**src/rtl/lif_neuron_cell.sv**
```systemverilog
// lif_neuron_cell: leaky integrate-and-fire neuron with serial config chain, refractory period and spike counter
module lif_neuron_cell #(
    parameter int N_IN        = 4,
    parameter int W_BITS      = 3,
    parameter int MP_BITS     = 6,
    parameter int N_CLK       = 8,
    parameter int REFRAC_BITS = 2,
    parameter int SEL_BITS    = (N_CLK > 1) ? $clog2(N_CLK) : 1,
    parameter int CFG_LEN     = N_IN * W_BITS + MP_BITS + SEL_BITS + REFRAC_BITS
) (
    input  logic               clk,
    input  logic               reset,
    input  logic               reset_nn,
    input  logic               config_en,
    input  logic               bs_in,
    output logic               bs_out,
    input  logic [N_CLK-1:0]   clockbus,
    input  logic [N_IN-1:0]    syn_in,
    output logic               axon,
    output logic [MP_BITS-1:0] membrane,
    output logic [7:0]         spike_count
);
    localparam int SUM_BITS = MP_BITS + W_BITS + $clog2(N_IN) + 1;
    typedef enum logic {INTEGRATE, REFRACT} state_t;
    state_t                 state_q, state_d;
    logic [CFG_LEN-1:0]     cfg_q, cfg_d;
    logic [MP_BITS-1:0]     mem_q, mem_d;
    logic [REFRAC_BITS-1:0] cnt_q, cnt_d;
    logic                   axon_q, axon_d;
    logic [7:0]             sc_q, sc_d;
    logic [MP_BITS-1:0]     thr, v_dec, v_next;
    logic [SEL_BITS-1:0]    dsel;
    logic [REFRAC_BITS-1:0] refrac;
    logic [SUM_BITS-1:0]    sum, v_sum;
    logic                   decay, fire;
    assign thr         = cfg_q[N_IN*W_BITS +: MP_BITS];
    assign dsel        = cfg_q[N_IN*W_BITS+MP_BITS +: SEL_BITS];
    assign refrac      = cfg_q[CFG_LEN-1 -: REFRAC_BITS];
    assign bs_out      = cfg_q[0];
    assign axon        = axon_q;
    assign membrane    = mem_q;
    assign spike_count = sc_q;
    // Candidate membrane value: leak, add signed synaptic sum, clamp to [0, 2^MP_BITS-1]
    always_comb begin
        sum = '0;
        for (int i = 0; i < N_IN; i++)
            if (syn_in[i]) sum = sum + SUM_BITS'(signed'(cfg_q[i*W_BITS +: W_BITS]));
        decay  = (32'(dsel) < N_CLK) ? clockbus[dsel] : 1'b0;
        v_dec  = decay ? (mem_q >> 1) : mem_q;
        v_sum  = {{(SUM_BITS-MP_BITS){1'b0}}, v_dec} + sum;
        v_next = v_sum[SUM_BITS-1] ? '0 : (|v_sum[SUM_BITS-2:MP_BITS]) ? '1 : v_sum[MP_BITS-1:0];
        fire   = v_next >= thr;
    end
    // Next-state: network reset, config shift (dynamic state frozen), integrate/fire or refractory countdown
    always_comb begin
        cfg_d   = cfg_q;
        mem_d   = mem_q;
        state_d = state_q;
        cnt_d   = cnt_q;
        sc_d    = sc_q;
        axon_d  = 1'b0;
        if (reset_nn) begin
            mem_d   = '0;
            state_d = INTEGRATE;
            cnt_d   = '0;
            sc_d    = '0;
        end else if (config_en) begin
            cfg_d = {bs_in, cfg_q[CFG_LEN-1:1]};
        end else if (state_q == INTEGRATE) begin
            if (fire) begin
                axon_d  = 1'b1;
                mem_d   = '0;
                sc_d    = (sc_q == 8'hFF) ? sc_q : sc_q + 8'd1;
                state_d = (refrac == '0) ? INTEGRATE : REFRACT;
                cnt_d   = refrac;
            end else begin
                mem_d = v_next;
            end
        end else begin
            mem_d   = '0;
            cnt_d   = cnt_q - REFRAC_BITS'(1);
            state_d = (cnt_q <= REFRAC_BITS'(1)) ? INTEGRATE : REFRACT;
        end
    end
    // State registers with synchronous full reset
    always_ff @(posedge clk) begin
        if (reset) begin
            cfg_q   <= '0;
            mem_q   <= '0;
            state_q <= INTEGRATE;
            cnt_q   <= '0;
            axon_q  <= 1'b0;
            sc_q    <= '0;
        end else begin
            cfg_q   <= cfg_d;
            mem_q   <= mem_d;
            state_q <= state_d;
            cnt_q   <= cnt_d;
            axon_q  <= axon_d;
            sc_q    <= sc_d;
        end
    end
endmodule

```
**config.mk**
```make
export PLATFORM = sky130hd
export DESIGN_NAME = lif_neuron_cell
export DESIGN_NICKNAME = d
export VERILOG_FILES = /design/src/rtl/lif_neuron_cell.sv
export SDC_FILE = /design/constraint.sdc
export NUM_CORES = 1
export LEC_CHECK = 0
export CAP_MARGIN = 20
export CORE_ASPECT_RATIO = 1.1
export CORE_UTILIZATION = 37
export CTS_CLUSTER_DIAMETER = 30
export DETAILED_ROUTE_END_ITERATION = 7
export PLACE_DENSITY = 0.59
export SYNTH_ARGS = -nofsm -noshare
export SYNTH_HDL_FRONTEND = slang
export SYNTH_SLANG_ARGS = --single-unit
```
**constraint.sdc**
```tcl
create_clock -name clk -period 9.1 [get_ports clk]
set_input_delay 1.365 -clock clk [delete_from_list [all_inputs] [get_ports clk]]
set_output_delay 1.365 -clock clk [all_outputs]
set_load 0.005 [all_outputs]
```
-- Yosys cells after proc, flatten, opt, wreduce, memory -nomap -nowiden
Cells that the tools add are included.
- $lt $le $gt $ge: 3
- reductions and logical operators: 8
- muxes and demuxes: 18
- equal/unequal tests: 1
- bitwise logic cells: 4
- $add $sub $neg: 6
- operator list (kind ; number):
    $mux W12 ; 4
    $add A12 B12 Y12 ; 3
    $mux W6 ; 5
    $add A6 B12 Y12 ; 1
    $add A8 B1 Y8 const B ; 1
    $eq A8 B8 Y1 const B ; 1
    $ge A6 B6 Y1 ; 1
    $mux W1 ; 6
    $reduce_or A5 Y1 ; 1
    $lt A3 B4 Y1 const B ; 1
    $mux W2 ; 2
    $not A1 Y1 ; 4
    $reduce_and A2 Y1 ; 2
    $reduce_and A4 Y1 ; 1
    $reduce_or A4 Y1 ; 1
    $bmux W1 S3 ; 1
    $le A2 B1 Y1 const B ; 1
    $logic_not A2 Y1 ; 1
    $reduce_bool A2 Y1 ; 1
    $reduce_or A2 Y1 ; 1
    $sub A2 B1 Y2 const B ; 1
- input bits: 17
- bits in registers: 41
- logic and storage cells: 46
- output and inout bits: 16

-- Depth between registers and ports, before layout
- word-level depth: 14
- gate-level depth with buffers: 38
- depth with buffers taken out: 36

-- Worst setup path after synthesis
OpenSTA, ideal clock, no wires.
- kind: in2reg
- start point: input syn_in[0]
- end point: register sc_q[5], in the netlist spike_count[5]
- setup time: 0.070 ns
- data required time: 9.030 ns
- data arrival time: 8.276 ns
- cell stages on the path: 35
- path slack: 0.754 ns
- path buffers: 1
- cell sequence: and2_1 > ha_1 > inv_1 > fa_1 > inv_1 > fa_1 > inv_1 > fa_1 > nand2b_1 > nand2_1 > ha_1 > a21oi_1 > a21oi_1 > or4_1 > a31o_1 > ha_1 > nand2_1 > nor2_1 > o21ai_0 > a211oi_1 > a211oi_2 > nor4_4 > xnor3_2 > or2_1 > ha_1 > nand2b_1 > a21o_1 > a21o_1 > a21o_1 > a21o_1 > a21oi_4 > or4_1 > clkbuf_1 > or4_1 > a21oi_1
- cells in the longest elaborated chain, start to end: 13
- RTL lines (element ; RTL line ; source):
    from (decl) ; 18 ; input logic [N_IN-1:0] syn_in,
    $mux W12 * ; 47 ; if (syn_in[i]) sum = sum + SUM_BITS'(signed'(cfg_q[i*W_BITS +: W_BITS]));
    $add A12 B12 Y12 ; 47 ;
    $mux W12 * ; 47 ;
    $add A12 B12 Y12 ; 47 ;
    $mux W12 * ; 47 ;
    $add A12 B12 Y12 ; 47 ;
    $mux W12 * ; 47 ;
    $add A6 B12 Y12 * ; 50 ; v_sum = {{(SUM_BITS-MP_BITS){1'b0}}, v_dec} + sum;
    $reduce_or A5 Y1 ; 51 ; v_next = v_sum[SUM_BITS-1] ? '0 : (|v_sum[SUM_BITS-2:MP_BITS]) ? '1 : v_sum[MP_BITS-1:0];
    $mux W6 ; 51 ;
    $mux W6 * ; 51 ;
    $ge A6 B6 Y1 * ; 52 ; fire = v_next >= thr;
    $reduce_and A4 Y1 (no source line) * ; n/a ;
    to (signal assigned) ; 93 ; sc_q <= '0;
    to (signal assigned) ; 100 ; sc_q <= sc_d;
    to (decl) ; 30 ; logic [7:0] sc_q, sc_d;
Every way passes the cells marked *; elsewhere a longest branch is shown, timed or not.
A chain may end at the register's enable or synchronous reset.

-- Worst setup path in the final report
Ends and elaborated chain as after synthesis.

==> qor.yml <==
setup_path:
  worst_path_max_delay_cell: "or4_4"
  path_common_cell: "a21o_1"
  crit_required_ps: 9310
  startpoint_type: "input pin"
  crit_fanout: 10
  critical_path_class: "in2reg"
  cpPeakStageDelay_ps: 540
  critPathArrivalTime_ps: 8880
  cp-end-kind: "register"
route:
  antenna_left: 0
  finalWirelength_um: 8990
  wl_met1_um: 4110
  wl_met2_um: 4500
  vias: 3575
  highest_layer: "met4"
  drt-initial-drc-count: 110
  wire_per_inst_um: 13.3
  drc: 0
  wl_met3_um: 188
  firstDrtPassIters: 4
  vias_per_cell: 5.27
global_routing:
  grt_antenna_before_repair: 0
  grt_use_total: 0.177
  grt_pass1_vias: 3540
  grt_max_degree: 26
  grt_pass1_wl_um: 15800
  grt_overflow: 0
logic_synthesis:
  synth_common_cells: "nand2_1 (81), a21oi_1 (58), ha_1 (45)"
  synth_area_leaders: "dfxtp_1 (21%), ha_1 (14%), nand2_1 (7.7%), a21oi_1 (7.4%), fa_1 (4.1%)"
  synth.avg_cell_area_um2: 8.18
  ys_seq_area_frac: 0.209
  yosysTopAreaCell: "dfxtp_1"
  ys_ff_latch: 41
  synthCells: 480
  ys_async_sr_fraction: 0
  synth_top_area_share: 0.209
  syn-num-nets: 550
  synth-edff-count: 0
  ys.flop_type: "dfxtp_1"
  ys_warn_count: 0
  synth_area_mm2: 0.00393
  yosys.cell_count.top_type: "nand2_1"
  synth_cell_type_count: 68
die:
  die_area_mm2: 0.0110
  die_y_um: 110
  die_width_um: 100
  start_util: 0.380
  fp.coreArea_mm2: 0.0103
  rows: 39
  ios: 33
timing:
  worst_clock_skew_ps: 4.44
  finalCriticalPeriod_ps: 8670
  worst_pin_slew_ps: 879
  period_share: 0.953
  slew_headroom: 0.412
  fmax_mhz: 115
  final-setup-viol-count: 0
  finalWorstSetupSlack_ps: 430
  hold_viol_final: 0
  finalMaxSlewViolations: 0
cells_and_area:
  synthToLayoutAreaGrowth_pct: 21.7
  fill_cells: 1075
  fin_nets: 605
  utilization: 0.462
  drive_gt1_frac: 0.166
  multi_input_area_mm2: 0.00300
  design_area_mm2: 0.00478
  diodes: 0
  regArea_um2: 821
cts:
  cts_root_buf: "clkbuf_16"
  clock_latency_ps: 280
  clk_pin_slew_ps: 50
  cts_tree: "yes"
  clockBufferDepth: 2
  cts_made_buffers: 5
  htreeDepth: 2
  numClockSinks: 41
placement:
  place_congestion: 0.888
  place_area_mm2: 0.00457
  io_buffer_count: 32
  dpl_worst_slack_ps: -204
  dp_hpwl_um: 7050
status:
  status: "completed"
min_path:
  hold_path.class: "reg2reg"
power:
  power_density_mw_per_mm2: 89.6
  p_leak_nw: 2.07
  max-vdd-ir-drop_v: 0.0000901
job:
  cap_violations: 0
==> flip-flops by register name, summed over array words and instances, names as in the netlist <==
signal and count:
membrane 6, spike_count 8, state_q 1, cfg_q 23, axon 1, cnt_q 2
==> placed cells by master, fill, tap and decap left out, types with 8 or more instances in the layout <==
master	instances
nand3_1	11
xnor2_1	12
a21o_1	16
mux2_2	13
ha_1	43
fa_1	8
inv_1	20
nor2_1	29
dfxtp_1	41
nand2_1	81
clkdlybuf4s50_1	32
o21a_1	8
o211ai_1	9
buf_4	33
a21oi_1	56
==> path summary, 6_finish.rpt <==
check	from	endpoint	slack, ps	depth (start not counted)
setup reg to reg	cfg_q[0]	spike_count[5]	1620	34
setup / recovery	syn_in[0]	spike_count[5]	430	35
hold reg to reg	cfg_q[17]	cfg_q[16]	470	2
hold / removal	cfg_q[17]	cfg_q[16]	470	2
==> metrics by stage <==
stage               power (mW)  hold slack, ps  std cells  TNS, ps
finish                   0.428             466        678        0
global placement         0.256             456        669     -130
detailed placement       0.257             461        669     -657
floorplan                0.232             445        480        0
global route             0.448             491        678    -29.3
CTS                      0.434             469        676        0
==> area by class of cell <==
class,instances,share of cell area
clock buffers,7,0.0298
inverters,20,0.0157
multi-input cells,402,0.627
flip-flops and latches,41,0.172
well taps,143,0.0374
repair buffers,65,0.119
==> repair_timing <==
| action | CTS | global route |
|---|---|---|
| hold buffers | 0 | 0 |
| gates resized for setup | 0 | 12 |
| setup buffers | 0 | 2 |
| endpoints found under the setup margin | 0 | 17 |
==> worst max-delay path: cells and delay by family <==
kind                       cells  cell delay (ps)
adders and majority gates      7             2150
xor gates and xnor gates       3              670
and+or+nand+nor                6             1760
buffers and inverters          3              660
AOI/OAI and AO/OA             16             2250
==> report_power, final <==
part	internal, mW	total, mW	switching, mW	leakage (nW)
Sequential	0.181	0.183	0.00165	0.331
Clock	0.108	0.174	0.0666	0.0700
Combinational	0.0339	0.0709	0.0371	1.67
==> logic make-up after synthesis <==
| family | count (synthesis) | share of synthesized area |
|---|---|---|
| DFF | 41 | 0.209 |
| buffers and inverters | 37 | 0.0424 |
| and+or+nand+nor | 172 | 0.215 |
| muxes | 20 | 0.0628 |
| AOI/OAI and AO/OA | 140 | 0.245 |
| xor gates and xnor gates | 17 | 0.0417 |
| adders and majority gates | 53 | 0.184 |
==> layer usage <==
metal	GRT usage	vias up
met5	0	-
met4	0.0673	0
met3	0.0177	15
met2	0.328	61
met1	0.210	1661
li1	-	1838
(Power assumes the default switching activity.)
